File: src/rtl/pwm_capture.sv
// rtl/pwm_capture.sv - PWM high-time/period measurement on step-strobed samples
// Optional input deglitch filter: define PWM_CAPTURE_DEGLITCH_EN.
module pwm_capture #(
  parameter int CW = 10
) (
  input  logic          clk,
  input  logic          rst,
  input  logic          ena,
  input  logic          step,
  input  logic          pwm_in,
  output logic [CW-1:0] high_ticks,
  output logic [CW-1:0] period_ticks,
  output logic          valid,
  output logic          stuck
);

  localparam logic [CW-1:0] ONE    = {{(CW-1){1'b0}}, 1'b1};
  localparam logic [CW-1:0] MAX    = {CW{1'b1}};
  localparam logic [CW-1:0] MAX_M1 = MAX - ONE;

  typedef enum logic [1:0] {
    ACQ  = 2'd0,
    HIGH = 2'd1,
    LOW  = 2'd2
  } state_t;

  state_t        state, state_nxt;
  logic          sync_q1, sync_q2;
  logic          samp, s, prev, rise, fall, tmo;
  logic [CW-1:0] per_cnt, hi_cnt, per_nxt, hi_nxt;
  logic          pub, pub_stuck;
  logic [CW-1:0] pub_high, pub_per;

  function automatic logic [CW-1:0] sat_inc(input logic [CW-1:0] v);
    return (v == MAX) ? v : v + ONE;
  endfunction

  always_ff @(posedge clk or negedge rst) begin
    if (!rst) begin
      sync_q1 <= 1'b0;
      sync_q2 <= 1'b0;
    end else begin
      sync_q1 <= pwm_in;
      sync_q2 <= sync_q1;
    end
  end

  assign samp = step & ena;

`ifdef PWM_CAPTURE_DEGLITCH_EN
  logic dg_last, dg_filt;

  // A new level is accepted on the second consecutive sample that shows it.
  assign s = (sync_q2 == dg_last) ? sync_q2 : dg_filt;

  always_ff @(posedge clk or negedge rst) begin
    if (!rst) begin
      dg_last <= 1'b0;
      dg_filt <= 1'b0;
    end else if (samp) begin
      dg_last <= sync_q2;
      dg_filt <= s;
    end
  end
`else
  assign s = sync_q2;
`endif

  assign rise = s & ~prev;
  assign fall = ~s & prev;
  // Timeout fires on the sample that would carry per_cnt up to MAX.
  assign tmo  = (per_cnt >= MAX_M1) & ~rise;

  always_ff @(posedge clk or negedge rst) begin
    if (!rst) begin
      state <= ACQ;
    end else begin
      state <= state_nxt;
    end
  end

  always_comb begin
    state_nxt = state;
    if (!ena) begin
      state_nxt = ACQ;
    end else if (step) begin
      case (state)
        ACQ: begin
          if (rise) state_nxt = HIGH;
        end
        HIGH: begin
          if (tmo)       state_nxt = ACQ;
          else if (fall) state_nxt = LOW;
        end
        LOW: begin
          if (rise)     state_nxt = HIGH;
          else if (tmo) state_nxt = ACQ;
        end
        default: state_nxt = ACQ;
      endcase
    end
  end

  always_comb begin
    per_nxt   = per_cnt;
    hi_nxt    = hi_cnt;
    pub       = 1'b0;
    pub_stuck = 1'b0;
    pub_high  = hi_cnt;
    pub_per   = per_cnt;
    if (!ena) begin
      per_nxt = '0;
      hi_nxt  = '0;
    end else if (step) begin
      if (rise) begin
        // Counts include the rise sample itself.
        pub     = (state == LOW);
        per_nxt = ONE;
        hi_nxt  = ONE;
      end else if (tmo) begin
        pub       = 1'b1;
        pub_stuck = 1'b1;
        pub_high  = s ? MAX : '0;
        pub_per   = MAX;
        per_nxt   = '0;
        hi_nxt    = '0;
      end else begin
        per_nxt = sat_inc(per_cnt);
        if (state == HIGH && !fall) hi_nxt = sat_inc(hi_cnt);
      end
    end
  end

  always_ff @(posedge clk or negedge rst) begin
    if (!rst) begin
      per_cnt <= '0;
      hi_cnt  <= '0;
      prev    <= 1'b1;
    end else begin
      per_cnt <= per_nxt;
      hi_cnt  <= hi_nxt;
      if (samp) prev <= s;
    end
  end

  always_ff @(posedge clk or negedge rst) begin
    if (!rst) begin
      high_ticks   <= '0;
      period_ticks <= '0;
      stuck        <= 1'b0;
      valid        <= 1'b0;
    end else begin
      valid <= pub;
      if (pub) begin
        high_ticks   <= pub_high;
        period_ticks <= pub_per;
        stuck        <= pub_stuck;
      end
    end
  end

endmodule
File: config.mk
export PLATFORM = sky130hd
export DESIGN_NAME = pwm_capture
export DESIGN_NICKNAME = d
export VERILOG_FILES = /design/src/rtl/pwm_capture.sv
export SDC_FILE = /design/constraint.sdc
export NUM_CORES = 1
export LEC_CHECK = 0
export ABC_AREA = 1
export CAP_MARGIN = 20
export CORE_MARGIN = 4
export CORE_UTILIZATION = 60
export CTS_BUF_LIST = sky130_fd_sc_hd__clkbuf_2
export CTS_CLUSTER_DIAMETER = 50
export DETAILED_ROUTE_END_ITERATION = 10
export PLACE_DENSITY = 0.84
export SKIP_CTS_REPAIR_TIMING = 1
export SYNTH_ARGS = -nofsm -noshare
export SYNTH_HDL_FRONTEND = slang
export SYNTH_SLANG_ARGS = --single-unit
File: constraint.sdc
create_clock -name clk -period 4.1 [get_ports clk]
set_input_delay 0.615 -clock clk [delete_from_list [all_inputs] [get_ports clk]]
set_output_delay 0.615 -clock clk [all_outputs]
set_load 0.05 [all_outputs]
# Word level (Yosys, flattened, before mapping)
# Index checks and enable logic that the tools add are counted.
# W data, S select, Z words.
[op_classes]
n_bitwise = 7
order_cmp = 1
n_eq_ne = 11
mux = 35
n_addsub = 2
n_reduce_logical = 6
[ops]
columns = ["operator", "count"]
rows = [
  ["$mux W10", 20],
  ["$add A10 B1 Y10 const B", 2],
  ["$eq A10 B10 Y1 const B", 2],
  ["$ne A4 B4 Y1 const B", 4],
  ["$mux W2", 7],
  ["$ge A10 B10 Y1 const B", 1],
  ["$mux W1", 7],
  ["$pmux W2 S3", 1],
  ["$and A1 B1 Y1", 4],
  ["$ne A4 B1 Y1 const B", 1],
  ["$reduce_and A4 Y1", 1],
  ["$ne A3 B3 Y1 const B", 1],
  ["$not A1 Y1", 3],
  ["$reduce_and A3 Y1", 1],
  ["$eq A2 B1 Y1 const B", 1],
  ["$eq A2 B2 Y1 const B", 1],
  ["$logic_not A2 Y1", 1],
  ["$ne A2 B1 Y1 const B", 1],
  ["$reduce_and A2 Y1", 1],
  ["$logic_and A1 B1 Y1", 1],
  ["$logic_not A1 Y1", 1],
]
[totals]
output_inout_bits = 22
elab_cells = 72
regBits = 47
input_bits = 5

# Logic depth before layout (Yosys ltp)
[depth]
word_depth = 9
mapped_depth = 13
ltp_nobuf = 13

# Least setup slack after synthesis
# OpenSTA, ideal clock, no wires.
[synth_path]
path_type = "in2reg"
from = "input ena"
to = "register period_ticks[6]"
required_time_ps = 3980
setup_ps = 120
setup_slack_ps = 2391
cell_stages = 9
t_arrival_ps = 1589
cell_sequence = "buf_4 -> nand2_1 -> inv_1 -> nand3_1 -> nand2_4 -> inv_4 -> buf_6 -> nand2_1 -> o21ai_2"
[synth_via]
elab_chain_len = 1
[synth_rtl]
columns = ["element", "line", "source"]
rows = [
  ["start, declared", "8", "input logic ena,"],
  ["$mux W10 or $mux W1 (tied branches)", "111", "if (!ena) begin"],
  ["end signal, assigned", "156", "period_ticks <= pub_per;"],
  ["end, declared", "12", "output logic [CW-1:0] period_ticks,"],
]
# Parallel ways exist; a longest one is shown, timed or not.
# A chain may end at the register's enable or synchronous reset.

# Worst setup path in the final report
[layout_path]
from = "register period_ticks[7]"
to = "output period_ticks[7]"
# No word-level cell between the ends.

==> results.py <==
metrics = {
    "timing": {
        "finalSetupViolCount": 0,
        "max_slew_margin_pct": 65.6,
        "worst_pin_slew_ns": 0.514,
        "post-route-period-util_pct": 55.8,
        "fin_tns_setup_ns": 0,
        "rsz0062_at_grt": "false",
        "finalMaxSlewViolations": 0,
        "final.setup.worst_slack_ns": 1.81,
        "finalHoldViolCount": 0,
        "min_period_ns": 2.29,
        "skew_ns": 0.0197,
        "fmax_mhz": 437,
    },
    "routing": {
        "ant_nets": 0,
        "drc": 0,
        "wire_per_inst_um": 13.0,
        "via_count": 2182,
        "first_pass_iters": 4,
        "drtIter0Drc": 232,
        "via_per_inst": 5.27,
        "finalWirelength_um": 5360,
    },
    "global_routing": {
        "grt.total_usage_pct": 22.3,
        "antenna_found_initial": 0,
        "grt_pass1_vias": 1981,
        "grt-ovfl-total": 0,
        "grt_pass1_wl_um": 9390,
        "grt_max_degree": 48,
    },
    "setup_path": {
        "cp_cell_sequence": "clkdlybuf4s50_1",
        "path_class": "reg -> out",
        "cp.buffers_inverters": 1,
        "critPathMaxStageDelay_ns": 0.81,
        "critPathArrivalTime_ns": 1.67,
        "critPathTopFamily": "buffers and inverters",
        "crit_required_ns": 3.48,
        "worstPathMaxFanout": 2,
        "startpoint_type": "register",
        "worst_setup_path_end_kind": "output port",
        "cp_slowest_cell": "clkdlybuf4s50_1",
    },
    "logic_synthesis": {
        "syn_area_per_cell_um2": 7.69,
        "yosysTopAreaCellShare_pct": 44.8,
        "ys_top_cells_by_count": "132 x nand2_1, 46 x dfrtp_1, 35 x inv_1, 24 x nand3_1, 18 x nor2_1",
        "synth-async-reset-ratio_pct": 100,
        "ys_types": 30,
        "ys_seq_area_share_pct": 45.9,
        "synthCells": 334,
        "yosysWarnings": 0,
        "synth_top_family_by_area": "simple AND/OR/NAND/NOR gates",
        "synth_compound_area_share_pct": 6.68,
        "synth_nets": 342,
        "synth-simple-area-share_pct": 34.7,
        "yosysMostFrequentCell": "nand2_1",
        "synth-xor-area-share_pct": 3.41,
        "yosysTopAreaCell": "dfrtp_1",
        "ys_top_cells_by_area": "dfrtp_1 45%, nand2_1 19%, inv_1 5.1%",
        "ys_ff_latch": 47,
        "synth-edff-count": 0,
        "synth_flop_cell": "dfrtp_1",
        "synthAdderAreaFrac_pct": 1.46,
        "synth_mux_area_share_pct": 0,
        "netlist_area_um2": 2570,
    },
    "pwr": {
        "combPwrFrac_pct": 16.0,
        "ir_drop_uv": 212,
        "p_seq_share_pct": 51.9,
        "p_leak_nw": 1.53,
        "switching_share_pct": 29.0,
        "p_per_area_nw_per_um2": 335,
        "power_frac_clock_pct": 32.2,
        "p_sw_mw": 0.287,
        "internal_power_mw": 0.701,
    },
    "finish": {
        "fillerInstances": 335,
        "area_growth_pct": 14.9,
        "multi_input_area_um2": 1190,
        "finish.instance_area_um2": 2950,
        "n_antenna_cell": 0,
        "seqCellArea_um2": 1180,
        "layout.nets": 371,
        "drive_gt1_share_pct": 9.62,
    },
    "cts": {
        "cts_root_buf": "clkbuf_2",
        "clock-sinks": 47,
        "clk_latency_ns": 0.43,
        "cts_htree_levels": 2,
        "cts_inserted_buffers": 5,
        "clockBufferDepth": 2,
        "clk_pin_slew_worst_paths_ns": 0.25,
        "cts_tree": "done",
    },
    "die": {
        "die_w_um": 73.4,
        "start_util_pct": 63.3,
        "std_cell_rows": 23,
        "die-area_um2": 5390,
        "die_h_um": 73.4,
        "design.core.area_um2": 4060,
        "pin_count": 27,
    },
    "run": {
        "drv_cap": 0,
    },
    "place": {
        "routabilityCongestion": 0.981,
        "dpl-instance-area_um2": 2830,
        "portBuffers": 26,
        "dp_hpwl_um": 3800,
        "dpl_worst_slack_ns": 1.56,
    },
    "outcome": {
        "status": "complete, no violations",
    },
    "hold_path": {
        "holdCritPathClass": "reg -> reg",
    },
}
-- state kept, by name (all words and copies together) (netlist names) --
register and count:
hi_cnt 10, high_ticks 10, per_cnt 10, period_ticks 10
prev 1, s 1, state 2, stuck 1
sync_q1 1, valid 1
-- worst reg2reg max path, cell delays in order, from the launching register on --
cell and delay, ns:
dfrtp_1 0.47, inv_1 0.14, ha_1 0.18, inv_1 0.06
nand2_1 0.08, nand3_2 0.12, nor2_4 0.15, nand2_4 0.14
nand2_4 0.19, inv_4 0.14, nand2_1 0.10, o21ai_2 0.05
-- layout make-up --
| cell class | count | area share, % |
|---|---|---|
| clock buffers | 5 | 0.848 |
| clock inverters | 3 | 2.29 |
| inverters | 38 | 4.92 |
| multi-input cells | 243 | 40.2 |
| flip-flops and latches | 47 | 39.9 |
| well taps | 50 | 2.12 |
| repair buffers | 28 | 9.67 |
-- layer usage --
metal | GRT usage, % | part of all wire (%) | wire length (µm)
met3 | 4.51 | 6.3 | 337
met1 | 33.4 | 49 | 2650
met4 | 6.84 | 1.2 | 63
met2 | 32.6 | 43 | 2320
met5 | 0 | 0 | 0
-- cells in the final DEF, fill, tap and decap left out, types with 2 or more instances in the layout --
cell             synthesis  layout
dfrtp_1                 46      46
bufinv_16                0       2
ha_1                     3       3
inv_1                   35      35
o21ai_1                  4       4
o21ai_0                 11      11
o21ai_2                  6       6
inv_2                    2       2
xor2_1                   9       9
nand2_2                  4       4
nor2_1                  18      18
clkdlybuf4s50_1          0      25
nand4_1                  5       5
nor2_2                   3       3
nand2_1                132     132
a21oi_1                  2       2
nor3_1                   7       7
nand3_1                 24      24
nor2_4                   3       3
o22ai_1                  3       3
clkbuf_2                 0       5
nand2_4                  3       3
-- logic make-up after synthesis --
logic type / Yosys count
simple gates: 202
buf+inv: 44
flops: 47
fa+ha+maj: 3
xor+xnor: 10
compound gates: 28
-- final timing paths --
check	startpoint	to	slack (ns)	cells after the start
setup / recovery	period_ticks[7]	period_ticks[7]	1.81	1
hold / removal	sync_q1	s	0.39	0
setup reg to reg	per_cnt[0]	period_ticks[6]	2.21	11
hold reg to reg	sync_q1	s	0.39	0
max in group asynchronous	rst	prev	3.11	3
min in group asynchronous	rst	per_cnt[1]	0.49	2
-- power by group through the flow --
| stage | clock [mW] | combinational (mW) | sequential, mW |
|---|---|---|---|
| after floorplan | 0 | 0.0888 | 0.540 |
| after global placement | 0 | 0.153 | 0.521 |
| after detailed placement | 0 | 0.155 | 0.520 |
| after CTS | 0.324 | 0.156 | 0.512 |
| after global routing | 0.346 | 0.178 | 0.517 |
| final | 0.318 | 0.158 | 0.512 |
-- stage by stage --
step                power (mW)  hold slack [ns]  util, %  cells
detailed placement       0.675            0.347     69.7    404
global route              1.04            0.406     72.7    414
CTS                      0.992            0.340     72.0    412
floorplan                0.629            0.319        -    334
global placement         0.674            0.340     69.7    404
finish                   0.988            0.391     72.7    414
Power figures use the tool's default switching activity.
==> patch 1 (config.mk and constraints unchanged) <==
Put one more register stage on the output `period_ticks`, cleared by the reset. The value now appears one clock later. The other outputs are not delayed to match.
--- a/src/rtl/pwm_capture.sv
+++ b/src/rtl/pwm_capture.sv
@@ -23,6 +23,8 @@
     HIGH = 2'd1,
     LOW  = 2'd2
   } state_t;
+
+  logic [CW-1:0] period_ticks_s0;
 
   state_t        state, state_nxt;
   logic          sync_q1, sync_q2;
@@ -146,17 +148,25 @@
   always_ff @(posedge clk or negedge rst) begin
     if (!rst) begin
       high_ticks   <= '0;
-      period_ticks <= '0;
+      period_ticks_s0 <= '0;
       stuck        <= 1'b0;
       valid        <= 1'b0;
     end else begin
       valid <= pub;
       if (pub) begin
         high_ticks   <= pub_high;
-        period_ticks <= pub_per;
+        period_ticks_s0 <= pub_per;
         stuck        <= pub_stuck;
       end
     end
   end
 
+  always_ff @(posedge clk or negedge rst) begin
+    if (!rst) begin
+      period_ticks <= '0;
+    end else begin
+      period_ticks <= period_ticks_s0;
+    end
+  end
+
 endmodule
Formal check against the unedited RTL: not equivalent (a bounded check fails within 10 cycles, from zero or initial values and one cycle with rst low).
==> patch 1 against the unedited design <==
  * Non-clock buffer count down 1
  * Synthesized area up 13%
  * Total power grew 21%
  * Sequential share of layout area grew 2.8 points
  * Sequential cell count is 10 higher
  * Synthesized cell count up 12%
  * Wire length is 8.5% higher
  * Clock skew is 0.0066 ns higher
  * Setup slack lost 0.031 ns
  * Final area rose by 13%
  * Critical path type unchanged
==> patch 1: results (changes against the unedited design) <==
[cells_and_area]
layout-drive-gt1-share=0.129  ; +0.0328
fillerInstances=382  ; +14%
instances_no_fill=478  ; +15%

[timing]
relSlewSlack=0.555  ; -0.102
finClkSkew_ns=0.0263  ; +0.00658 ns

[cts]
clk_pin_slew_ns=0.19  ; -0.06 ns
cts-htree-levels=3  ; +1

[detailed_routing]
route.met2.wl_mm=2.54  ; +9.6%
m1WireLength_mm=2.81  ; +6.1%

[global_route]
grt_max_degree=58  ; +21%
grt_pass1_wl_mm=10.3  ; +10%
grt_use_met1=0.292  ; -0.0427
grt_pass1_vias=2266  ; +14%

[logic_synthesis]
synthAdderAreaFrac=0.0129  ; -0.00172
yosys-top-cells-area=dfrtp_1 (48%), nand2_1 (18%), nand3_1 (5.3%)
yosysSeqAreaShare=0.491  ; +0.0320
syn_inst=373  ; +12%
synth_compound_area_frac=0.0477  ; -0.0190
synth_common_cells=nand2_1 (143), dfrtp_1 (56), inv_1 (34), nor2_1 (34), nand3_1 (31)
syn-num-nets=381  ; +11%

[worst_setup_path]
crit_start=stuck$_DFFE_PN0P_
r2r_cells=10  ; -1
rrSetupSlack_ns=1.96  ; -0.25 ns
crit_end=stuck
r2r-end=period_ticks_s0[3]$_DFFE_PN0P_

[worst_hold_path]
hp-class=input pin to async pin

[placement]
place_area_um2=3220  ; +14%
dp_hpwl_mm=4.27  ; +12%

[power]
internal_power_uw=803  ; +14%
powerClk_uw=371  ; +17%
pwr-share-clk=0.311  ; -0.011
peakVddDrop_uv=250  ; +18%
p_leak_uw=0.00176  ; +15%

[outcome]
status=finished, final reports clean

## patch 1: cell types whose count changed in the layout (fill, tap and decap cells not counted), moves of 3 or more
cell / delta
nor2_1: +16
nand2_1: +11
inv_2: +6
dfrtp_1: +10
o22ai_1: -3
xor2_1: -7
clkbuf_2: +4
nand3_1: +7
nand3_2: +3
o21ai_0: -6
## patch 1: per-stage QoR
stage	hold WS, ns	worst slack, ns
floorplan	0.319	2.38
detailed placement	0.336	1.63
global route	0.233	1.70
finish	0.222	1.78
CTS	0.214	1.75
global placement	0.332	1.68
## patch 1: final cells by class
type	count	area [um^2]	area share
Sequential cell	57	1430	0.427
Clock inverter	7	78.8	0.0236
Clock buffer	9	45.0	0.0135
Timing Repair Buffer	27	263	0.0787
Inverter	43	164	0.0491
Tap cell	67	83.8	0.0251
Multi-Input combinational cell	268	1280	0.383
==> patch 2 (same settings) <==
Made on the original files. Build with the macro `PWM_CAPTURE_DEGLITCH_EN` defined.
--- a/src/rtl/pwm_capture.sv
+++ b/src/rtl/pwm_capture.sv
@@ -1,5 +1,7 @@
 // rtl/pwm_capture.sv - PWM high-time/period measurement on step-strobed samples
 // Optional input deglitch filter: define PWM_CAPTURE_DEGLITCH_EN.
+`define PWM_CAPTURE_DEGLITCH_EN
+
 module pwm_capture #(
   parameter int CW = 10
 ) (
Function: changed (Yosys sat finds a counterexample within 10 cycles, from zero or initial values and one cycle with rst low).
==> patch 2 against the unedited design <==
  * Sequential cell count rose by 2
  * Final area grew 5.6%
  * Highest routed layer unchanged
  * Die area grew 7.6%
  * Critical path type is now register to register
  * Setup slack got worse by 0.074 ns
  * First-iteration DRC count decreased by 21%
  * Wire length up 16%
  * Synthesized area up 8.5%
  * Total power rose by 6.3%
==> patch 2: results (changes against the unedited design) <==
[logic_synthesis]
yosysSeqAreaShare=0.441  ; -0.0181
syn_inst=392  ; +17%
yosysWarnings=0  ; unchanged
synth_common_cells=nand2_1 (146), nand3_1 (63), dfrtp_1 (48), inv_1 (35), nor2_1 (26)
synth_cell_type_count=31  ; +3.3%
synth-async-reset-ratio=1.00  ; unchanged
synth_compound_area_frac=0.0283  ; -0.0385
yosys-top-cells-area=dfrtp_1 (43%), nand2_1 (20%), nand3_1 (11%)
synth_mux_area_frac=0  ; unchanged
synth_ff_type=dfrtp_1
synthAdderAreaFrac=0.0135  ; -0.00115
synth_xor_area_frac=0.0220  ; -0.0121
syn-num-nets=400  ; +17%
synth_top_family_by_area=simple AND/OR/NAND/NOR gates

[worst_hold_path]
hp-class=input pin to async pin

[global_route]
grt_pass1_wl_mm=10.8  ; +15%
grt_use_total=0.219  ; -0.00370
grt_max_degree=50  ; +4.2%
grt_pass1_vias=2266  ; +14%
antenna_found_initial=0  ; unchanged

[outcome]
status=finished, final reports clean

[cells_and_area]
instances_no_fill=467  ; +13%
nNetsFinal=422  ; +14%
antennaDiodeCount=0  ; unchanged
layout-drive-gt1-share=0.0675  ; -0.0287
fillerInstances=383  ; +14%

[placement]
dp_hpwl_mm=4.35  ; +14%
place.gp.congestion=0.900  ; -8.2%
placed_cells=458  ; +13%
port_buffers=26  ; unchanged

[detailed_routing]
antenna_left=0  ; unchanged
top_layer=met4
route.met2.wl_mm=2.75  ; +19%
finalWirelength_mm=6.20  ; +16%
drtPass1Iterations=5  ; +1
m1WireLength_mm=2.94  ; +11%
met3_length_um=436  ; +29%
via_count=2587  ; +19%
drt_iter0_markers=184  ; -21%

[worst_setup_path]
critPathArrivalTime_ns=2.74  ; +1.07 ns
cp_max_fo=22  ; +20
rrSetupSlack_ns=1.74  ; -0.47 ns

[cts]
numCtsBuffers=5  ; unchanged
cts-htree-levels=2  ; unchanged
clockBufferDepth=2  ; unchanged
clk_pin_slew_ns=0.27  ; +0.02 ns
clkLatencyLatePin_ns=0.44
cts_root_buf=clkbuf_2

[power]
p_leak_uw=0.00168  ; +9.8%
peakVddDrop_uv=200  ; -5.5%
switching_share=0.377  ; +0.0865

[timing]
finClkSkew_ns=0.0240  ; +0.00430 ns
hold_viol=0  ; unchanged
relSlewSlack=0.609  ; -0.0473
holdWs_ns=0.0315  ; -0.360 ns

patch 2: cell types whose count changed in the layout (fill, tap and decap cells not counted), sizes merged, moves of 3 or more:
cell and change:
nor2 +4, nand3 +38, xor2 -4, nand2 +14, buf +3, nor3 +5, o21ai -13
patch 2: logic make-up after synthesis:
group	count (synthesis)
AND/OR/NAND/NOR	266
adder cells (fa/ha/maj)	3
XOR/XNOR	7
AO/OA/AOI/OAI	14
flip-flops	49
buffers and inverters	53
patch 2: worst max-delay path, stage by stage (launching register included):
cell and delay, ns:
dfrtp_1 0.44, inv_1 0.06, nand2_1 0.10, nand3_1 0.32
inv_2 0.37, nand3_1 0.11, buf_4 0.23, nand2_1 0.47
nand2_1 0.13, nand2_1 0.09
patch 2: routing by layer:
layer / track usage / vias to the layer above
met1: 0.342 / 1182
met5: 0 / -
met4: 0.0577 / 0
li1: - / 1287
met2: 0.318 / 110
met3: 0.0331 / 8
patch 2: final cells by class:
| cell class | count | area (um^2) | area share |
|---|---|---|---|
| Timing Repair Buffer | 30 | 298 | 0.0956 |
| Inverter | 38 | 144 | 0.0462 |
| Multi-Input combinational cell | 290 | 1340 | 0.429 |
| Clock inverter | 3 | 21.3 | 0.00683 |
| Sequential cell | 49 | 1230 | 0.394 |
| Tap cell | 52 | 65.1 | 0.0209 |
| Clock buffer | 5 | 25.0 | 0.00803 |
patch 2: worst paths after layout:
| kind | from | endpoint | cells past startpoint |
|---|---|---|---|
| worst max-delay path | dg_last$_DFFE_PN0P_ | high_ticks[0]$_DFFE_PN0P_ | 9 |
| min in group clk | sync_q1$_DFF_PN0_ | sync_q2$_DFF_PN0_ | 0 |
| max in group asynchronous | rst | prev$_DFFE_PN1P_ | 2 |
| worst min-delay path | rst | per_cnt[4]$_DFFE_PN0P_ | 1 |
| worst max register to register | dg_last$_DFFE_PN0P_ | high_ticks[0]$_DFFE_PN0P_ | 9 |
| worst min register to register | sync_q1$_DFF_PN0_ | sync_q2$_DFF_PN0_ | 0 |
patch 2: per-stage QoR:
| stage | area (um^2) | total power, uW | setup slack (ns) | util |
|---|---|---|---|---|
| floorplan | 2790 | 768 | 2.47 | - |
| detailed placement | 3050 | 847 | 1.39 | 0.691 |
| global placement | 3050 | 840 | 1.46 | 0.691 |
| global route | 3120 | 1120 | 1.51 | 0.706 |
| CTS | 3100 | 1050 | 1.75 | 0.701 |
| finish | 3120 | 1050 | 1.74 | 0.706 |
patch 2: power by group through the flow:
stage	Combinational (uW)	Sequential, uW	Clock (uW)
floorplan	154	614	0
detailed placement	268	579	0
global placement	261	579	0
CTS	269	570	214
global route	302	579	242
finish	272	571	208
